### config.mk
export PLATFORM = sky130hd
export DESIGN_NAME = lag_meter
export DESIGN_NICKNAME = d
export VERILOG_FILES = /design/src/rtl/lag_meter.sv
export SDC_FILE = /design/constraint.sdc
export NUM_CORES = 1
export LEC_CHECK = 0
export ABC_CLOCK_PERIOD_IN_PS = 1750
export BUFFER_PORTS_ARGS = -buffer_cell sky130_fd_sc_hd__clkbuf_2
export CORE_MARGIN = 1.5
export CORE_UTILIZATION = 50
export DETAILED_ROUTE_END_ITERATION = 12
export GPL_TIMING_DRIVEN = 0
export PLACE_DENSITY = 0.72
export SLEW_MARGIN = 20
export SYNTH_ARGS = -nofsm -noshare
export SYNTH_HDL_FRONTEND = slang
export SYNTH_SLANG_ARGS = --single-unit
### constraint.sdc
create_clock -name clock -period 1.75 [get_ports clock]
set_input_delay 0.4375 -clock clock [delete_from_list [all_inputs] [get_ports clock]]
set_output_delay 0.4375 -clock clock [all_outputs]
set_load 0.1 [all_outputs]
### src/rtl/lag_meter.sv
// lag_meter: measures display input lag, in whole microseconds, from the
// flash-start trigger to the debounced rise of the photosensor. Results and
// timeouts are reported as one-cycle pulses in the pixel-clock domain.
module lag_meter #(
    parameter int CLK_PER_US      = 74,
    parameter int DEBOUNCE_CYCLES = 16,
    parameter int TIMEOUT_US      = 500000
) (
    input  logic        clock,
    input  logic        reset_n,
    input  logic        starttrigger,
    input  logic        sensor_in,
    output logic [19:0] lag_us,
    output logic        lag_valid,
    output logic        lag_timeout,
    output logic        busy,
    output logic [7:0]  sample_count
);

    localparam int PW = $clog2(CLK_PER_US);
    localparam int DW = (DEBOUNCE_CYCLES > 1) ? $clog2(DEBOUNCE_CYCLES) : 1;

    localparam logic [PW-1:0] PRESC_MAX   = PW'(CLK_PER_US - 1);
    localparam logic [DW-1:0] DB_MAX      = DW'(DEBOUNCE_CYCLES - 1);
    localparam logic [19:0]   TIMEOUT_LIM = 20'(TIMEOUT_US);

    typedef enum logic [1:0] {
        S_IDLE,
        S_MEASURE,
        S_HOLDOFF
    } state_t;

    state_t        state, state_next;
    logic          sync1, sync2;
    logic          sensor_db, sensor_db_q;
    logic [DW-1:0] db_cnt;
    logic [PW-1:0] presc;
    logic [19:0]   us;
    logic          rise;
    logic          restart;
    logic          do_result;
    logic          do_timeout;

    assign rise = sensor_db & ~sensor_db_q;

    // Synchronise the sensor and accept a new level only after it has held
    // for DEBOUNCE_CYCLES consecutive cycles.
    always_ff @(posedge clock or negedge reset_n) begin
        if (!reset_n) begin
            sync1       <= 1'b0;
            sync2       <= 1'b0;
            sensor_db   <= 1'b0;
            sensor_db_q <= 1'b0;
            db_cnt      <= '0;
        end else begin
            sync1       <= sensor_in;
            sync2       <= sync1;
            sensor_db_q <= sensor_db;
            if (sync2 != sensor_db) begin
                if (db_cnt == DB_MAX) begin
                    sensor_db <= sync2;
                    db_cnt    <= '0;
                end else begin
                    db_cnt <= db_cnt + DW'(1);
                end
            end else begin
                db_cnt <= '0;
            end
        end
    end

    // State register.
    always_ff @(posedge clock or negedge reset_n) begin
        if (!reset_n) begin
            state <= S_IDLE;
        end else begin
            state <= state_next;
        end
    end

    // Next-state and event decode; a rise beats a retrigger, which beats timeout.
    always_comb begin
        state_next = state;
        restart    = 1'b0;
        do_result  = 1'b0;
        do_timeout = 1'b0;
        case (state)
            S_IDLE: begin
                if (starttrigger) begin
                    state_next = S_MEASURE;
                    restart    = 1'b1;
                end
            end
            S_MEASURE: begin
                if (rise) begin
                    do_result  = 1'b1;
                    state_next = S_HOLDOFF;
                end else if (starttrigger) begin
                    do_timeout = 1'b1;
                    restart    = 1'b1;
                end else if (us == TIMEOUT_LIM) begin
                    do_timeout = 1'b1;
                    state_next = S_IDLE;
                end
            end
            S_HOLDOFF: begin
                if (!sensor_db) begin
                    state_next = S_IDLE;
                end
            end
            default: state_next = S_IDLE;
        endcase
    end

    // Microsecond timebase: prescaler wraps every CLK_PER_US cycles.
    always_ff @(posedge clock or negedge reset_n) begin
        if (!reset_n) begin
            presc <= '0;
            us    <= '0;
        end else if (restart) begin
            presc <= '0;
            us    <= '0;
        end else if (state == S_MEASURE) begin
            if (presc == PRESC_MAX) begin
                presc <= '0;
                us    <= us + 20'd1;
            end else begin
                presc <= presc + PW'(1);
            end
        end
    end

    // Registered outputs: result capture, pulses, busy flag, saturating count.
    always_ff @(posedge clock or negedge reset_n) begin
        if (!reset_n) begin
            lag_us       <= '0;
            lag_valid    <= 1'b0;
            lag_timeout  <= 1'b0;
            busy         <= 1'b0;
            sample_count <= '0;
        end else begin
            lag_valid   <= do_result;
            lag_timeout <= do_timeout;
            busy        <= (state_next == S_MEASURE);
            if (do_result) begin
                lag_us <= us;
                if (sample_count != '1) begin
                    sample_count <= sample_count + 8'd1;
                end
            end
        end
    end

endmodule
==> metrics.md <==
| Metric | Value |
|---|---|
| # nets final | 342 |
| # DRC | 0 |
| Crit-path slowest cell | or4_4 |
| Post-synth ARST share | 1.00 |
| Synthesized area | 3180 um2 |
| Min Tclk post-route | 1.80 ns |
| Syn-to-layout area delta | 20.8% |
| # hold bufs at CTS | 0 |
| Ranking of synthesized cells by area | dfrtp_1 (54%), mux2_2 (7.8%), o31ai_1 (3.3%), a21oi_1 (2.8%), or4_1 (2.6%) |
| Register area share after synthesis | 0.535 |
| Syn Area/Cell | 11.4 um2 |
| Placed instance area | 3490 um2 |
| Leakage power | 1.70 nW |
| Setup WS pre-CTS | -0.252 ns |
| Maxcap violations | 0 |
| Remaining antenna violation count | 0 |
| Count of unique library cells instantiated by Yosys | 43 |
| Fill count | 483 |
| Final WL | 6280 um |
| Gpl congestion | 0.795 |
| TritonCTS Buffers | 9 |
| Critical-path cell list | inv_1, ha_2, nor4bb_4, buf_4, nand3_2, or4_4, a21oi_2 |
| Top_reg_cell synth | dfrtp_1 |
| Initial Util | 0.528 |
| TritonCTS clock tree | yes |
| WS Path Type | reg2reg |
| Cells after Synth | 280 |
| Fraction of the mapped netlist area in simple logic gates | 0.190 |
| Peak VDD IR | 0.504 mV |
| Worst slew pin tran | 0.813 ns |
| Post-synth top area cell | dfrtp_1 |
| Worst-path clk slew | 0.07 ns |
| Port Buffers | 34 |
| Core Area | 6030 um2 |
| WP buf/inv | 2 |
| Largest family of logic cells by synthesized area | simple AND/OR/NAND/NOR gates |
| Crit path DAT | 2.07 ns |
| GRT Overall Usage | 0.205 |
| Post-Synth XOR/XNOR Area | 0.0330 |
| Crit. End Element | flop |
| Worst Path Required | 2.02 ns |
| Final hold vios | 0 |
| YS warnings | 0 |
| Largest net degree at the start of global routing | 43 |
| DR iter-0 viols | 152 |
| P per Cell Area | 777 nW/um2 |
| Status | finished with violations |
| DP HPWL | 4160 um |
| Syn Nets | 290 |
| Post-route clock period utilization | 1.03 |
| First-pass GRT wire length | 10400 um |
| Fmax | 554 MHz |
| Critical Path Start Type | flop |
| Die area | 6850 um2 |
| Post-synth top cells | dfrtp_1 (68), mux2_2 (22), a21oi_1 (18), nand2_1 (18), o31ai_1 (14) |
| Layout cell share with drive strength beyond 1 | 0.357 |
| Fraction of the mapped netlist area in adder cells | 0.0236 |
| Vias/cell | 5.74 |
| Clock buffer depth | 2 |
| Worst-Skew Late Latency | 0.34 ns |
| Initial antenna violation count | 0 |
| Vias in the first global route | 2219 |
| Worst Hold Class | in2async |
| Setup Skew | 0.00609 ns |
| Setup TNS | -0.511 ns |
| Via count | 2360 |
| TritonRoute pass-1 iters | 5 |
| Die Y | 82.8 um |
| Slowest stage delay, CP | 0.51 ns |
| Synth Area in Compound Gates | 0.111 |
| Routed wire length per instance | 15.3 um |
| Final core occ | 0.637 |
| Fin area | 3840 um2 |
| Synthesis-stage register bit count | 68 |
| Top-area cell type share of the netlist area | 0.535 |
| H-tree depth | 3 |
| Critical-path maximum fanout | 6 |
| Most common cell in the synthesized netlist | dfrtp_1 |
| IO Pins | 35 |
| Gr ovfl total | 0 |
| # clock sinks | 68 |
| Final setup vio count | 16 |
| Root buffer cell | clkbuf_8 |
| Cell Rows | 28 |
| Post-synth EDFFs | 0 |
| Rel. slew slack | 0.457 |
| Multiplexer area fraction after synthesis | 0.0842 |
| Die width | 82.8 um |
| Slew Viols, Final | 0 |
| RSZ-0062 raised after global routing | true |
| # diodes | 0 |
| Crit path max-delay family | simple AND/OR/NAND/NOR gates |
| Final worst slack | -0.0550 ns |
| Violated checks | setup timing |
[stage by stage]
step	hold WS, ns	power, mW	cells
floorplan	0.142	1.73	280
global placement	0.340	1.79	389
detailed placement	0.353	1.80	390
CTS	0.0362	3.02	409
global route	0.0533	3.12	411
finish	0.0402	2.98	411
[cells by family (layout without fill, tap and decap cells)]
family | count (synthesis) | after routing
buf+inv | 16 | 72
simple gates | 99 | 99
xor+xnor | 12 | 12
mux | 24 | 24
compound gates | 55 | 55
flops | 68 | 68
fa+ha+maj | 6 | 6
[metal layers]
| metal | share of wire | GRT usage | up-vias |
|---|---|---|---|
| li1 | - | - | 1151 |
| met1 | 0.46 | 0.267 | 1142 |
| met2 | 0.48 | 0.325 | 55 |
| met3 | 0.042 | 0.0527 | 12 |
| met4 | 0.018 | 0.0850 | 0 |
| met5 | 0 | 0 | - |
[worst paths after layout]
kind | start | endpoint | slack [ns] | cells past startpoint
setup / recovery | presc[1]$_DFFE_PN0P_ | us[10]$_DFFE_PN0P_ | -0.05 | 7
hold / removal | reset_n | us[18]$_DFFE_PN0P_ | 0.04 | 1
min in group clock | sensor_in | sync1$_DFF_PN0_ | 0.20 | 1
hold reg to reg | sync1$_DFF_PN0_ | sync2$_DFF_PN0_ | 0.37 | 0
max in group asynchronous | reset_n | sample_count[1]$_DFFE_PN0P_ | 1.16 | 2
setup reg to reg | presc[1]$_DFFE_PN0P_ | us[10]$_DFFE_PN0P_ | -0.05 | 7
[registers in the layout, indices dropped and copies added, names as in the netlist]
name          cells
sensor_db_q       1
busy              1
us               20
lag_timeout       1
sample_count      8
state             2
db_cnt            4
sync1             1
lag_us           20
presc             7
sync2             1
sensor_db         1
lag_valid         1
[placed cells by master, fill, tap and decap left out, types with 4 or more instances in the layout]
cell	instances
or3_1	5
clkbuf_8	9
clkbuf_2	34
buf_4	8
a21oi_2	4
or4_1	9
nand2_1	18
dfrtp_1	59
inv_1	5
ha_1	5
o31ai_1	11
a21oi_1	14
o21ai_0	11
xnor2_1	8
nand3_1	7
nand4_1	13
nor2_1	8
xor2_1	4
mux2_2	22
dfrtp_2	7
nor2b_1	4
[repair_timing]
item	in CTS	in global routing
gates cloned	1	0
setup buffers	4	6
resized for setup	11	23
endpoints found under the setup margin	50	52
pin swaps	18	7
[where the power goes]
part	internal (mW)	switching, mW	total, mW
combinational	0.0658	0.109	0.175
clock	0.647	0.541	1.19
sequential	1.60	0.0240	1.62
[layout make-up]
type	count	area (um2)	area share
Buffer	7	52.6	0.0137
Clock inverter	3	40.0	0.0104
Inverter	5	18.8	0.00489
Multi-Input combinational cell	196	1500	0.390
Tap cell	75	93.8	0.0244
Clock buffer	12	135	0.0352
Timing Repair Buffer	45	284	0.0739
Sequential cell	68	1720	0.447
Note: power is estimated with default switching activity, not from simulation.
